--- src/rtl/debug_pkg.sv ---
// Shared display constants for the debug monitor: segment glyphs and
// digit/segment drive polarity.
package debug_pkg;

  localparam logic       ANODE_ON  = 1'b0;
  localparam logic       ANODE_OFF = 1'b1;
  localparam logic [6:0] SEG_BLANK = 7'h7F;

  // Active-low {g,f,e,d,c,b,a}; entry 0 is the rightmost element.
  localparam logic [15:0][6:0] GLYPH_TBL = {
    7'h0E, 7'h06, 7'h21, 7'h46, 7'h03, 7'h08, 7'h10, 7'h00,
    7'h78, 7'h02, 7'h12, 7'h19, 7'h30, 7'h24, 7'h79, 7'h40
  };

endpackage

--- src/rtl/hex_seg7.sv ---
// Combinational hex nibble to active-low seven-segment glyph.
module hex_seg7
  import debug_pkg::*;
(
  input  logic [3:0] hex_i,
  output logic [6:0] seg_o
);

  assign seg_o = GLYPH_TBL[hex_i];

endmodule

--- src/rtl/debug_monitor.sv ---
// On-board debug monitor: channel capture with freeze, scanned hex display,
// and a debounced single-step clock enable.
module debug_monitor
  import debug_pkg::*;
#(
  parameter int NUM_CH       = 16,
  parameter int DATA_W       = 32,
  parameter int DIGITS       = 4,
  parameter int REFRESH_DIV  = 100000,
  parameter int DEBOUNCE_CYC = 500000
) (
  input  logic                       clk,
  input  logic                       rst,
  input  logic [NUM_CH*DATA_W-1:0]   probe_bus,
  input  logic [$clog2(NUM_CH)-1:0]  ch_sel,
  input  logic [2:0]                 page_sel,
  input  logic                       freeze,
  input  logic                       run_mode,
  input  logic                       step_btn,
  output logic                       step_en,
  output logic [15:0]                leds,
  output logic [DIGITS-1:0]          anode,
  output logic [6:0]                 seg
);

  localparam int WIN_W     = 4 * DIGITS;
  localparam int NUM_PAGES = DATA_W / WIN_W;
  localparam int REF_W     = $clog2(REFRESH_DIV);
  localparam int DIG_W     = (DIGITS > 1) ? $clog2(DIGITS) : 1;
  localparam int DB_W      = $clog2(DEBOUNCE_CYC);

  logic [DATA_W-1:0] cap_q, cap_d;

  always_comb begin
    cap_d = cap_q;
    if (!freeze) begin
      if (int'(ch_sel) < NUM_CH) cap_d = probe_bus[int'(ch_sel)*DATA_W +: DATA_W];
      else                       cap_d = '1;
    end
  end

  always_ff @(posedge clk) begin
    if (rst) cap_q <= '0;
    else     cap_q <= cap_d;
  end

  if (DATA_W >= 16) begin : g_leds_full
    assign leds = cap_q[15:0];
  end else begin : g_leds_narrow
    assign leds = {{(16-DATA_W){1'b0}}, cap_q};
  end

  logic [2:0]       page_eff;
  logic [WIN_W-1:0] window;
  logic [3:0]       nibble;
  logic [6:0]       glyph;

  assign page_eff = (int'(page_sel) < NUM_PAGES) ? page_sel : 3'd0;
  assign window   = cap_q[int'(page_eff)*WIN_W +: WIN_W];

  logic [REF_W-1:0]  ref_q;
  logic [DIG_W-1:0]  digit_q;
  logic              upd_q;
  logic              wrap;
  logic [DIGITS-1:0] anode_q, anode_d;
  logic [6:0]        seg_q;

  assign wrap   = (ref_q == REF_W'(REFRESH_DIV-1));
  assign nibble = window[int'(digit_q)*4 +: 4];

  hex_seg7 u_hex_seg7 (
    .hex_i (nibble),
    .seg_o (glyph)
  );

  always_comb begin
    anode_d = '1;
    for (int i = 0; i < DIGITS; i++)
      anode_d[i] = (DIG_W'(i) == digit_q) ? ANODE_ON : ANODE_OFF;
  end

  // Display registers load one cycle after the digit index moves.
  always_ff @(posedge clk) begin
    if (rst) begin
      ref_q   <= '0;
      digit_q <= '0;
      upd_q   <= 1'b0;
      anode_q <= {DIGITS{ANODE_OFF}};
      seg_q   <= SEG_BLANK;
    end else begin
      ref_q <= wrap ? '0 : ref_q + 1'b1;
      upd_q <= wrap;
      if (wrap)
        digit_q <= (digit_q == DIG_W'(DIGITS-1)) ? '0 : digit_q + 1'b1;
      if (upd_q) begin
        anode_q <= anode_d;
        seg_q   <= glyph;
      end
    end
  end

  assign anode = anode_q;
  assign seg   = seg_q;

  logic            sync1_q, sync2_q;
  logic            acc_q, arm_q, pulse_q;
  logic [DB_W-1:0] db_cnt_q;
  logic [1:0]      settle_q;
  logic            db_hit;

  assign db_hit = (sync2_q != acc_q) && (db_cnt_q == DB_W'(DEBOUNCE_CYC-1));

  // arm_q blocks a step for a button already held when reset released;
  // settle_q waits out the synchroniser's stale post-reset zeros.
  always_ff @(posedge clk) begin
    if (rst) begin
      sync1_q  <= 1'b0;
      sync2_q  <= 1'b0;
      acc_q    <= 1'b0;
      db_cnt_q <= '0;
      pulse_q  <= 1'b0;
      arm_q    <= 1'b0;
      settle_q <= 2'd0;
    end else begin
      sync1_q <= step_btn;
      sync2_q <= sync1_q;
      if (sync2_q == acc_q) begin
        db_cnt_q <= '0;
      end else if (db_hit) begin
        db_cnt_q <= '0;
        acc_q    <= sync2_q;
      end else begin
        db_cnt_q <= db_cnt_q + 1'b1;
      end
      pulse_q <= db_hit && sync2_q && arm_q;
      if (settle_q != 2'd2)           settle_q <= settle_q + 2'd1;
      else if (!acc_q && !sync2_q)    arm_q    <= 1'b1;
    end
  end

  assign step_en = rst ? 1'b0 : (run_mode | pulse_q);

endmodule

--- config.mk ---
export PLATFORM = sky130hd
export DESIGN_NAME = debug_monitor
export DESIGN_NICKNAME = d
export VERILOG_FILES = /design/src/rtl/debug_pkg.sv /design/src/rtl/hex_seg7.sv /design/src/rtl/debug_monitor.sv
export SDC_FILE = /design/constraint.sdc
export NUM_CORES = 1
export LEC_CHECK = 0
export ABC_CLOCK_PERIOD_IN_PS = 2700
export BUFFER_PORTS_ARGS = -buffer_cell sky130_fd_sc_hd__buf_2
export CAP_MARGIN = 25
export CELL_PAD_IN_SITES_DETAIL_PLACEMENT = 1
export CELL_PAD_IN_SITES_GLOBAL_PLACEMENT = 1
export CORE_AREA = 5 5 215 217
export DETAILED_ROUTE_END_ITERATION = 16
export DIE_AREA = 0 0 220 222
export PLACE_DENSITY_LB_ADDON = 0.1
export SYNTH_ARGS = -nofsm -noshare
export SYNTH_HDL_FRONTEND = slang
export SYNTH_SLANG_ARGS = --single-unit
--- constraint.sdc ---
create_clock -name clk -period 2.7 [get_ports clk]
set_clock_uncertainty 0.15 [all_clocks]
set_input_delay 0.27 -clock clk [delete_from_list [all_inputs] [get_ports clk]]
set_output_delay 0.27 -clock clk [all_outputs]
set_load 0.01 [all_outputs]
# Yosys cells after proc, flatten, opt, wreduce, memory -nomap -nowiden
# Memories as Yosys holds them, arrays and structs flattened. A register that Yosys moved wholly into a read port is not among the register bits.
# Index checks and enable logic that the tools add are counted.
# word_totals
mem_bits_ro,112
ff_bits,82
output_inout_bits,28
n_memories,1
# classes
n_mux,7
n_shift,3
n_reduce_logical,11
n_lt_le_gt_ge,1
bitwise_logic,3
n_addsub,4
eq_ne,9
# mem_list
memory,depth,width,rd,rd_clocked_by_memory_dff,write_ports,line_no,rtl
(no name shown),16,7,1,1,0,hex_seg7.sv:9,assign seg_o = GLYPH_TBL[hex_i];
# op_table
op,count
variable part select 512 x 10 -> 32 bit,1
variable part select 32 x 8 -> 16 bit,1
"adder 19 x 1 -> 19 bit, second input constant",1
"equality test 19 bit, second input constant",1
"adder 17 x 1 -> 17 bit, second input constant",1
"equality test 17 bit, second input constant",1
variable part select 16 x 5 -> 4 bit,1
two-way mux 1 bit,5
"adder 2 x 1 -> 2 bit, second input constant",2
"equality test 2 bit, first input constant",2
logical AND 1 bit,4
AND reduction 2 bit,2
"< comparator 3 x 2 -> 1 bit, second input constant",1
two-way mux 3 bit,1
OR reduction 3 bit,1
"equality test 1 x 2 -> 1 bit, first input constant",1
"equality test 2 bit, second input constant",1
logical NOT 1 bit,2
logical NOT 2 bit,1
two-way mux 2 bit,1
"inequality test 2 bit, second input constant",1
inverter 1 bit,2
OR reduction 2 bit,1
equality test 1 bit,1
2 further kinds,2

# Logic depth before layout (Yosys ltp)
# Gate-level depths: netlist of the first run.
# depth
depth_word,4
depth_mapped,9
depth_no_buf,8

# Cells and area by module
# From an unflattened synthesis of the first run, not the netlist that was laid out.
# unflattened
cells_unflattened,1033
area_unflattened_um2,8293.0
# by_module_without_submodules
module,n_inst,area_per_inst_um2,cells_each
debug_monitor,1,8022.7,998
hex_seg7,1,270.3,35

# Least setup slack after synthesis of the first run
# No wires, ideal clock.
# synth_path
path_type,register -> register
from,register digit_q[0]
to,"register seg_q[0], in the netlist seg[0]"
period_less_slack_ns,2.459
n_path_buf,2
stages_incl_launch_ff,9
t_arrival_ns,2.186
slack_ns,0.241
cell_sequence,dfxtp_1 buf_4 buf_4 mux4_2 mux2i_1 inv_1 ha_1 a222oi_1 o21ai_1
# synth_between
elab_chain_cells,1
# synth_lines
element,line_no,rtl
"start, declared",debug_monitor.sv:62,logic [DIG_W-1:0] digit_q;
"start signal, assigned",debug_monitor.sv:94,digit_q <= (digit_q == DIG_W'(DIGITS-1)) ? '0 : digit_q + 1'b1;
variable part select 16 x 5 -> 4 bit,debug_monitor.sv:69,assign nibble = window[int'(digit_q)*4 +: 4];
"end, declared",debug_monitor.sv:66,logic [6:0] seg_q;
# Every way passes these cells.
# A chain may end at the register's enable or synchronous reset.

# Worst setup path after layout of the first run
# Same ends and word-level chain as after synthesis.

==> metrics.md, run 1 <==
| Metric | Value |
|---|---|
| Fillers | 5142 |
| Setup slack after layout | 0.3079 ns |
| Pre-antenna DRT Iters | 5 |
| Die Span Y | 222 um |
| WHS Path Cells | 1 |
| Total wire length | 46000 um |
| Synth async-reset ratio | 0% |
| Internal power | 2860 uW |
| Slew Viols, Final | 0 |
| Starting Density | around 18% |
| Number of global-route vias before repair | roughly 9000 |
| Finish-stage setup viols | 0 |
| Fin. Hold Viols | 0 |
| # nets final | roughly 1700 |
| Switching power | between 1000 and 1500 uW |
| Total gr overflow | 0 |
| ANT nets after route | 0 |
| Layout cells sized above 1 | 66.00% |
| Crit end category | flop |
| Switching Share | 30.27% |
| Placed cells | 1731 |
| Reg2Reg Depth | 9 |
| Clock group share of total power | roughly 30% |
| Cell count after synthesis | 633 |
| Std-Cell Rows | slightly below 80 |
| Port buffer count | ~550 |
| Kind of critical path | reg -> reg |
| Drc violations | 0 |
| Layout Cells excl Fill | roughly 1800 |
| # H-tree levels | 3 |
| Routed len/inst | 26.04 um |
| Initial antenna violation count | 36 |
| Fmax achieved | 0.4180 GHz |
| Hold-fix buffers, CTS | 1 |
| Final Util | between 20% and 30% |
| Starting DRT DRC Count | slightly below 400 |
| Leakage power | just under 0.005 uW |
| Pre-CTS WS | ~0.21 ns |
| Gpl congestion | 0.8557 |
| Synth-to-Final Area Change | 47.76% |
| Clk buf depth | 2 |
| Yosys Warn Count | 0 |
| Top_reg_cell synth | dfxtp_1 |
| Clk pin slew, worst setup/hold paths | around 0.070 ns |
| Max Cap Viol | 0 |
| Seq/Total Area, Yosys | 22.60% |
| Max FO, Critical Path | 18 |
| Seq pwr share | 35.4% |
| Worst path buffer plus inverter count | 3 |
| Unrepaired setup endpoints after global routing | false |
| Die Footprint | 48840 sq um |
| Gate power share | 34.6% |
| Crit-path slowest cell | dfxtp_1 |
| Fin Hold WS | 0.3009 ns |
| Fin Setup TNS | 0 ns |
| Mapped cell area | 7885 sq um |
| Yosys cell types | 49 |
| Critical path, cell by cell | buf_12 -> mux2i_1 -> mux4_2 -> buf_4 -> inv_1 -> ha_1 -> mux2_2 -> a222oi_1 -> o21ai_1 |
| CP peak stage delay | around 0.36 ns |
| Avg Cell Area, Syn | about 12 sq um |
| CTS tree | built |
| Setup crit start kind | flop |
| HP Class | reg -> reg |
| Worst IR Drop VDD | 257.8 uV |
| Status | complete, no violations |
| Post-route clock period utilization | approximately 89% |
| First-pass GRT wire length | 64960 um |
| Clock period minus worst slack | 2.392 ns |
| Post-CTS setup buffer count | 0 |
| CTS sink cnt | between 80 and 90 |
| Crit path max-delay family | multiplexers |
| Post-DP HPWL | 40330 um |
| GRT Total Usage | 18.35% |
| Vias/cell | 4.487 |
| Largest net degree at the start of global routing | 78 |
| Die Wd | 220 um |
| I/O pins | 552 |
| #FFs+latches synth | 89 |
| Vias | between 7000 and 8000 |
| Levels on crit path | 9 |
| Worst path arrival time | between 2 and 2.5 ns |
| Power per cell area | 352.0 nW/um^2 |
| CTS resizes | 0 |
| Rel. slew slack | between 40% and 50% |
| Clock Latency Late Sink | between 0.3 and 0.4 ns |
| Root buffer cell | clkbuf_16 |
| CP Data Required Time | 2.78 ns |
| EDFF count, synth | 0 |
| Syn nets | 1171 |
| CORE AREA | roughly 44000 sq um |
| Slew @ Worst Pin | 0.7866 ns |
| Clock buffer count from CTS | 9 |
## through the flow
| stage | instance area, sq um | total power, uW |
|---|---|---|
| after floorplan | 7885 | 2255 |
| after global placement | 11320 | 2911 |
| after detailed placement | 11320 | 2927 |
| after CTS | 11610 | 4211 |
| after global routing | 11630 | 4357 |
| final | 11650 | 4102 |
## cell type report
class                      count  area, sq um  share of cell area [%]
antenna                       18        45.04                  0.3866
sequential                    89         1782                   15.29
inverter                      15        56.30                  0.4832
tap                          592        740.7                   6.357
clock buffer                  10        229.0                   1.965
clock inverter                 6        50.05                  0.4296
timing repair buffer         578         3074                   26.39
multi-input combinational    458         5674                   48.70
## kinds of logic after synthesis
kind of cell	Yosys count	synth area share, %
buffers and inverters	86	5.443
adders and majority gates	14	2.222
muxes	217	53.74
DFF	89	22.60
xor gates and xnor gates	33	3.666
AOI/OAI and AO/OA	23	1.793
and+or+nand+nor	171	10.54
## state kept, by name (all words and copies together), names as in the netlist
name / flops
upd_q: 1
db_cnt_q: 19
cap_q: 32
seg: 7
anode: 4
pulse_q: 1
settle_q: 2
sync1_q: 1
digit_q: 2
ref_q: 17
arm_q: 1
acc_q: 1
sync2_q: 1
## per-layer routing
metal / wire length (um) / global-route usage [%] / part of all wire [%] / vias to the layer above
li1: - / - / - / 3572
met1: 19340 / 23.67 / 42 / 3984
met2: 22680 / 30.83 / 49 / 297
met3: 3169 / 5.080 / 6.9 / 57
met4: 713 / 3.725 / 1.6 / 14
met5: 82 / 0 / 0.18 / -
## power groups by stage
stage	sequential [uW]	clock, uW	combinational [uW]
2_1_floorplan	1450	0	810
6_report	1450	1230	1420
5_1_grt	1460	1350	1540
4_1_cts	1460	1310	1440
3_3_place_gp	1490	0	1420
3_5_place_dp	1490	0	1440
## worst reg2reg max path: cells and delay by family (launching register included)
kind / cells / cell delay (ns)
mux: 3 / 0.79
buf+inv: 3 / 0.38
compound gates: 2 / 0.42
flops: 1 / 0.36
fa+ha+maj: 1 / 0.19
## placed cells by master (no fill, tap or decap), drive strengths merged, types with 7 or more instances in the layout
cell type  instances
nand4              7
diode             18
clkbuf            11
mux4             165
inv               17
nand2b             7
nand2             17
a21oi              9
ha                14
dfxtp             89
buf              576
xor2              19
nor2              86
nand3             18
mux2i             51
xnor2             14
## worst paths after layout
| check | startpoint | end | slack, ns |
|---|---|---|---|
| min | sync1_q | sync2_q | 0.30 |
| max | digit_q[0] | seg[0] | 0.31 |
| max reg2reg | digit_q[0] | seg[0] | 0.31 |
| min reg2reg | sync1_q | sync2_q | 0.30 |
## cell usage after synthesis (2+ instances only)
cell type	instances	area (sq um)
mux4_2	165	3716
dfxtp_1	89	1782
nor2_1	86	322.8
mux2i_1	51	510.5
clkbuf_1	30	112.6
xor2_1	19	166.4
buf_4	18	135.1
nand3_1	18	90.09
nand2_1	17	63.81
buf_2	16	80.08
inv_1	15	56.30
ha_1	14	175.2
xnor2_1	14	122.6
a21oi_1	9	45.04
nand2b_1	7	43.79
nand4_1	7	43.79
nor4_1	6	37.54
buf_1	5	18.77
o21ai_0	5	25.02
and3_1	4	25.02
nor2b_1	4	25.02
nor3_1	4	20.02
or4_1	3	22.52
nand3b_1	2	15.01
No activity file was read; power rests on OpenSTA's default activity.
==> inputs of run 2 (changes only) <==
--- a/config.mk
+++ b/config.mk
@@ -10,10 +10,12 @@
 export CAP_MARGIN = 25
 export CELL_PAD_IN_SITES_DETAIL_PLACEMENT = 1
 export CELL_PAD_IN_SITES_GLOBAL_PLACEMENT = 1
-export CORE_AREA = 5 5 215 217
+export CORE_AREA = 5 5 214 216
 export DETAILED_ROUTE_END_ITERATION = 16
-export DIE_AREA = 0 0 220 222
+export DIE_AREA = 0 0 219 221
 export PLACE_DENSITY_LB_ADDON = 0.1
+export RECOVER_POWER = 100
 export SYNTH_ARGS = -nofsm -noshare
 export SYNTH_HDL_FRONTEND = slang
+export SYNTH_HIERARCHICAL = 1
 export SYNTH_SLANG_ARGS = --single-unit
==> metrics.md, run 2 <==
| Metric | Value |
|---|---|
| CP peak stage delay | 0.49 ns (+0.13 ns) |
| Gpl congestion | 0.8151 (-4.7%) |
| Syn nets | 1572 (+34%) |
| Kind of critical path | reg -> reg |
| Synth area leaders | mux2i_1, dfxtp_1, nand3_1, a22oi_1, nand2_1 |
| Worst path arrival time | 2.63 ns (+0.16 ns) |
| Crit path max-delay family | multiplexers |
| Unrepaired setup endpoints after global routing | false |
| CORE AREA | 43740 sq um (-0.44%) |
| Std-Cell Rows | 77 (unchanged) |
| Post-DP Area | 11830 sq um (+4.5%) |
| Largest net degree at the start of global routing | 58 (-26%) |
| M3 GR Usage | 4.429% (-0.65 points) |
| Post-synthesis mux area share | 33.95% (-20 points) |
| # H-tree levels | 3 (unchanged) |
| # nets final | 2086 (+24%) |
| Worst path buffer plus inverter count | 3 (unchanged) |
| Status | complete, no violations |
| Post-DP HPWL | 41860 um (+3.8%) |
| #FFs+latches synth | 89 (unchanged) |
| Switching power | 1315 uW (+5.9%) |
| Most frequent cells after synthesis | mux2i_1, nand2_1, nand3_1 |
| Rel. slew slack | 15.30% (-32 points) |
| Compound-Gate Fraction of Synth Area | 12.85% (+11 points) |
| Synth area leader | mux2i_1 |
| HP Class | in -> reg |
| Switching Share | 32.85% (+2.6 points) |
| Design Area, Final | 12080 sq um (+3.7%) |
| Cell count after synthesis | 1033 (+63%) |
| Clk buf depth | 2 (unchanged) |
| Synth-to-Final Area Change | 45.67% |
| Final Util | 27.62% (+1.1 points) |
| Placed cells | 2127 (+23%) |
| Fillers | 5447 (+5.9%) |
| Starting Density | 18.96% (+1.0 points) |
| Pre-antenna DRT Iters | 4 (-1) |
| First-pass GRT wire length | 69700 um (+7.3%) |
| Post-route clock period utilization | 94.47% (+5.9 points) |
| Leakage power | 0.005809 uW (+17%) |
| Commonest non-fill, non-tap cells in the layout | buf_2, mux2i_1, nand2_1 |
| EDFF count, synth | 0 (unchanged) |
| Clk pin slew, worst setup/hold paths | 0.07 ns (about the same) |
| Largest Register | cap_q |
| Max FO, Critical Path | 8 (-10) |
| CP Data Required Time | 2.78 ns (about the same) |
| GR Util met1 | 22.75% (-0.92 points) |
| Number of global-route vias before repair | 10585 (+21%) |
| Drc violations | 0 (unchanged) |
| Slew @ Worst Pin | 1.271 ns (+0.4839 ns) |
| Max reg flops | 32 (unchanged) |
| Power per cell area | 331.3 nW/um^2 (-5.9%) |
| Root buffer cell | clkbuf_16 |
| Total gr overflow | 0 (unchanged) |
| Die Span Y | 221 um (-0.45%) |
| Commonest non-fill, non-tap cell in the layout | buf_2 |
| Layout cells sized above 1 | 39.07% (-27 points) |
| Finish-stage setup viols | 0 (unchanged) |
| Clock group share of total power | 29.3% (-0.7 points) |
| Layout Cells excl Fill | 2156 (+22%) |
| Largest registers | cap_q x32, db_cnt_q x19, ref_q x17 |
| GR peak layer | met2 |
| Largest family of logic cells by synthesized area | multiplexers |
| Yosys cell types | 47 (-4.1%) |
| Internal power | 2688 uW (-6.0%) |
| Fmax achieved | 0.3920 GHz (-6.2%) |
| Starting DRT DRC Count | 329 (-16%) |
| Crit end category | flop |
| Die Wd | 219 um (-0.45%) |
| Initial antenna violation count | 17 (-53%) |
| CTS sink cnt | 89 (unchanged) |
| Adder-cell share of the synthesized area | 2.263% (+0.042 points) |
| Clock buffer count from CTS | 9 (unchanged) |
| Routed len/inst | 22.48 um (-14%) |
| Setup crit start kind | flop |
| Avg Cell Area, Syn | 8.028 sq um (-36%) |
| Crit-path slowest cell | mux4_2 |
| Top_reg_cell synth | dfxtp_1 |
| Port buffer count | 551 (unchanged) |
| Simple-gate share of the synthesized area | 20.53% (+10 points) |
| Seq/Total Area, Yosys | 21.48% (-1.1 points) |
| Critical path, cell by cell | buf_12 -> mux4_2 -> nand2_1 -> nand2_1 -> inv_1 -> ha_1 -> inv_1 -> mux4_2 -> a211o_1 |
| Total wire length | 48480 um (+5.4%) |
| Seq pwr share | 36.1% (+0.7 points) |
| Fin Hold WS | 0.1390 ns (-0.1619 ns) |
| Met2 usage | 34.86% (+4.0 points) |
| Gate power share | 34.6% (about the same) |
| Count leader, synth | mux2i_1 |
| I/O pins | 552 (unchanged) |
| Synth async-reset ratio | 0% (unchanged) |
| Vias | 9768 (+23%) |
| Post-Synth XOR/XNOR Area | 2.746% (-0.92 points) |
| Fin. Hold Viols | 0 (unchanged) |
| Clock period minus worst slack | 2.551 ns (+0.1587 ns) |
| Max Cap Viol | 0 (unchanged) |
| Clock Latency Late Sink | 0.34 ns (about the same) |
| Mapped cell area | 8293 sq um (+5.2%) |
| Fin Setup TNS | 0 ns (unchanged) |
| CTS tree | built |
| Worst IR Drop VDD | 251.3 uV (-2.5%) |
| Synth top area share | 31.50% (-16 points) |
| Slew Viols, Final | 0 (unchanged) |
| ANT nets after route | 0 (unchanged) |
| Die Footprint | 48400 sq um (-0.90%) |
| GRT Total Usage | 19.16% (+0.81 points) |
| Yosys Warn Count | 6 (+6) |
| Vias/cell | 4.531 (+0.97%) |
==> run 2: changes by cell type after synthesis, moves of 5 or more <==
cell,previous run,this run
a211o_1,0,7
a21oi_1,9,78
a22oi_1,0,64
buf_2,16,25
clkbuf_1,30,46
mux2i_1,51,261
mux4_2,165,9
nand2_1,17,127
nand3_1,18,109
nor2_1,86,46
nor2b_1,4,13
o21ai_0,5,13
or3_1,1,6
xor2_1,19,10
==> run 2: final timing paths <==
path / slack, ns / cells past startpoint / from / end
min reg2reg: 0.30 / 2 / arm_q / pulse_q
max reg2reg: 0.15 / 9 / digit_q[0] / seg[3]
min: 0.14 / 5 / probe_bus[299] / cap_q[11]
max: 0.15 / 9 / digit_q[0] / seg[3]
==> run 2: power groups by stage <==
stage / clock [uW] / sequential (uW) / combinational (uW)
2_1_floorplan: 0 / 1450 / 729
3_3_place_gp: 0 / 1480 / 1410
3_5_place_dp: 0 / 1480 / 1420
4_1_cts: 1230 / 1450 / 1430
5_1_grt: 1280 / 1460 / 1540
6_report: 1170 / 1450 / 1380
==> run 2: cell families after synthesis <==
kind of cell,after synthesis
xor+xnor,26
compound gates,170
simple gates,355
flops,89
mux,270
buf+inv,108
fa+ha+maj,15
==> run 2: metrics by stage <==
step / setup WS [ns] / total power (uW)
global placement: 0.07762 / 2881
detailed placement: 0.03919 / 2902
global route: 0.01954 / 4281
finish: 0.1492 / 4003
CTS: 0.1156 / 4111
floorplan: 0.06007 / 2175
==> run 2: timing repair <==
| action | CTS | global route |
|---|---|---|
| gates resized for setup | 0 | 0 |
| setup buffers | 0 | 0 |
| hold buffers | 1 | 0 |
| endpoints found under the hold margin | 1 | 0 |
==> run 2: worst reg2reg max path, cell delays in order, from the launching register on <==
cell     delay (ns)
dfxtp_1        0.38
buf_12         0.15
mux4_2         0.49
nand2_1        0.08
nand2_1        0.12
inv_1          0.14
ha_1           0.15
inv_1          0.05
mux4_2         0.45
a211o_1        0.29
==> run 2: metal layers <==
| metal | vias to the layer above | part of all wire, % |
|---|---|---|
| li1 | 4803 | - |
| met1 | 4638 | 41 |
| met2 | 284 | 52 |
| met3 | 37 | 5.7 |
| met4 | 6 | 1.7 |
| met5 | - | 0.085 |
==> run 2: area by class of cell <==
type                            count  area, sq um  share of cell area (%)
Clock buffer                       10        229.0                   1.895
Tap cell                          592        740.7                   6.132
Multi-Input combinational cell    836         6025                   49.87
Inverter                           13        48.80                  0.4039
Antenna cell                       13        32.53                  0.2693
Timing Repair Buffer              598         3189                   26.40
Clock inverter                      5        33.78                  0.2796
Sequential cell                    89         1782                   14.75
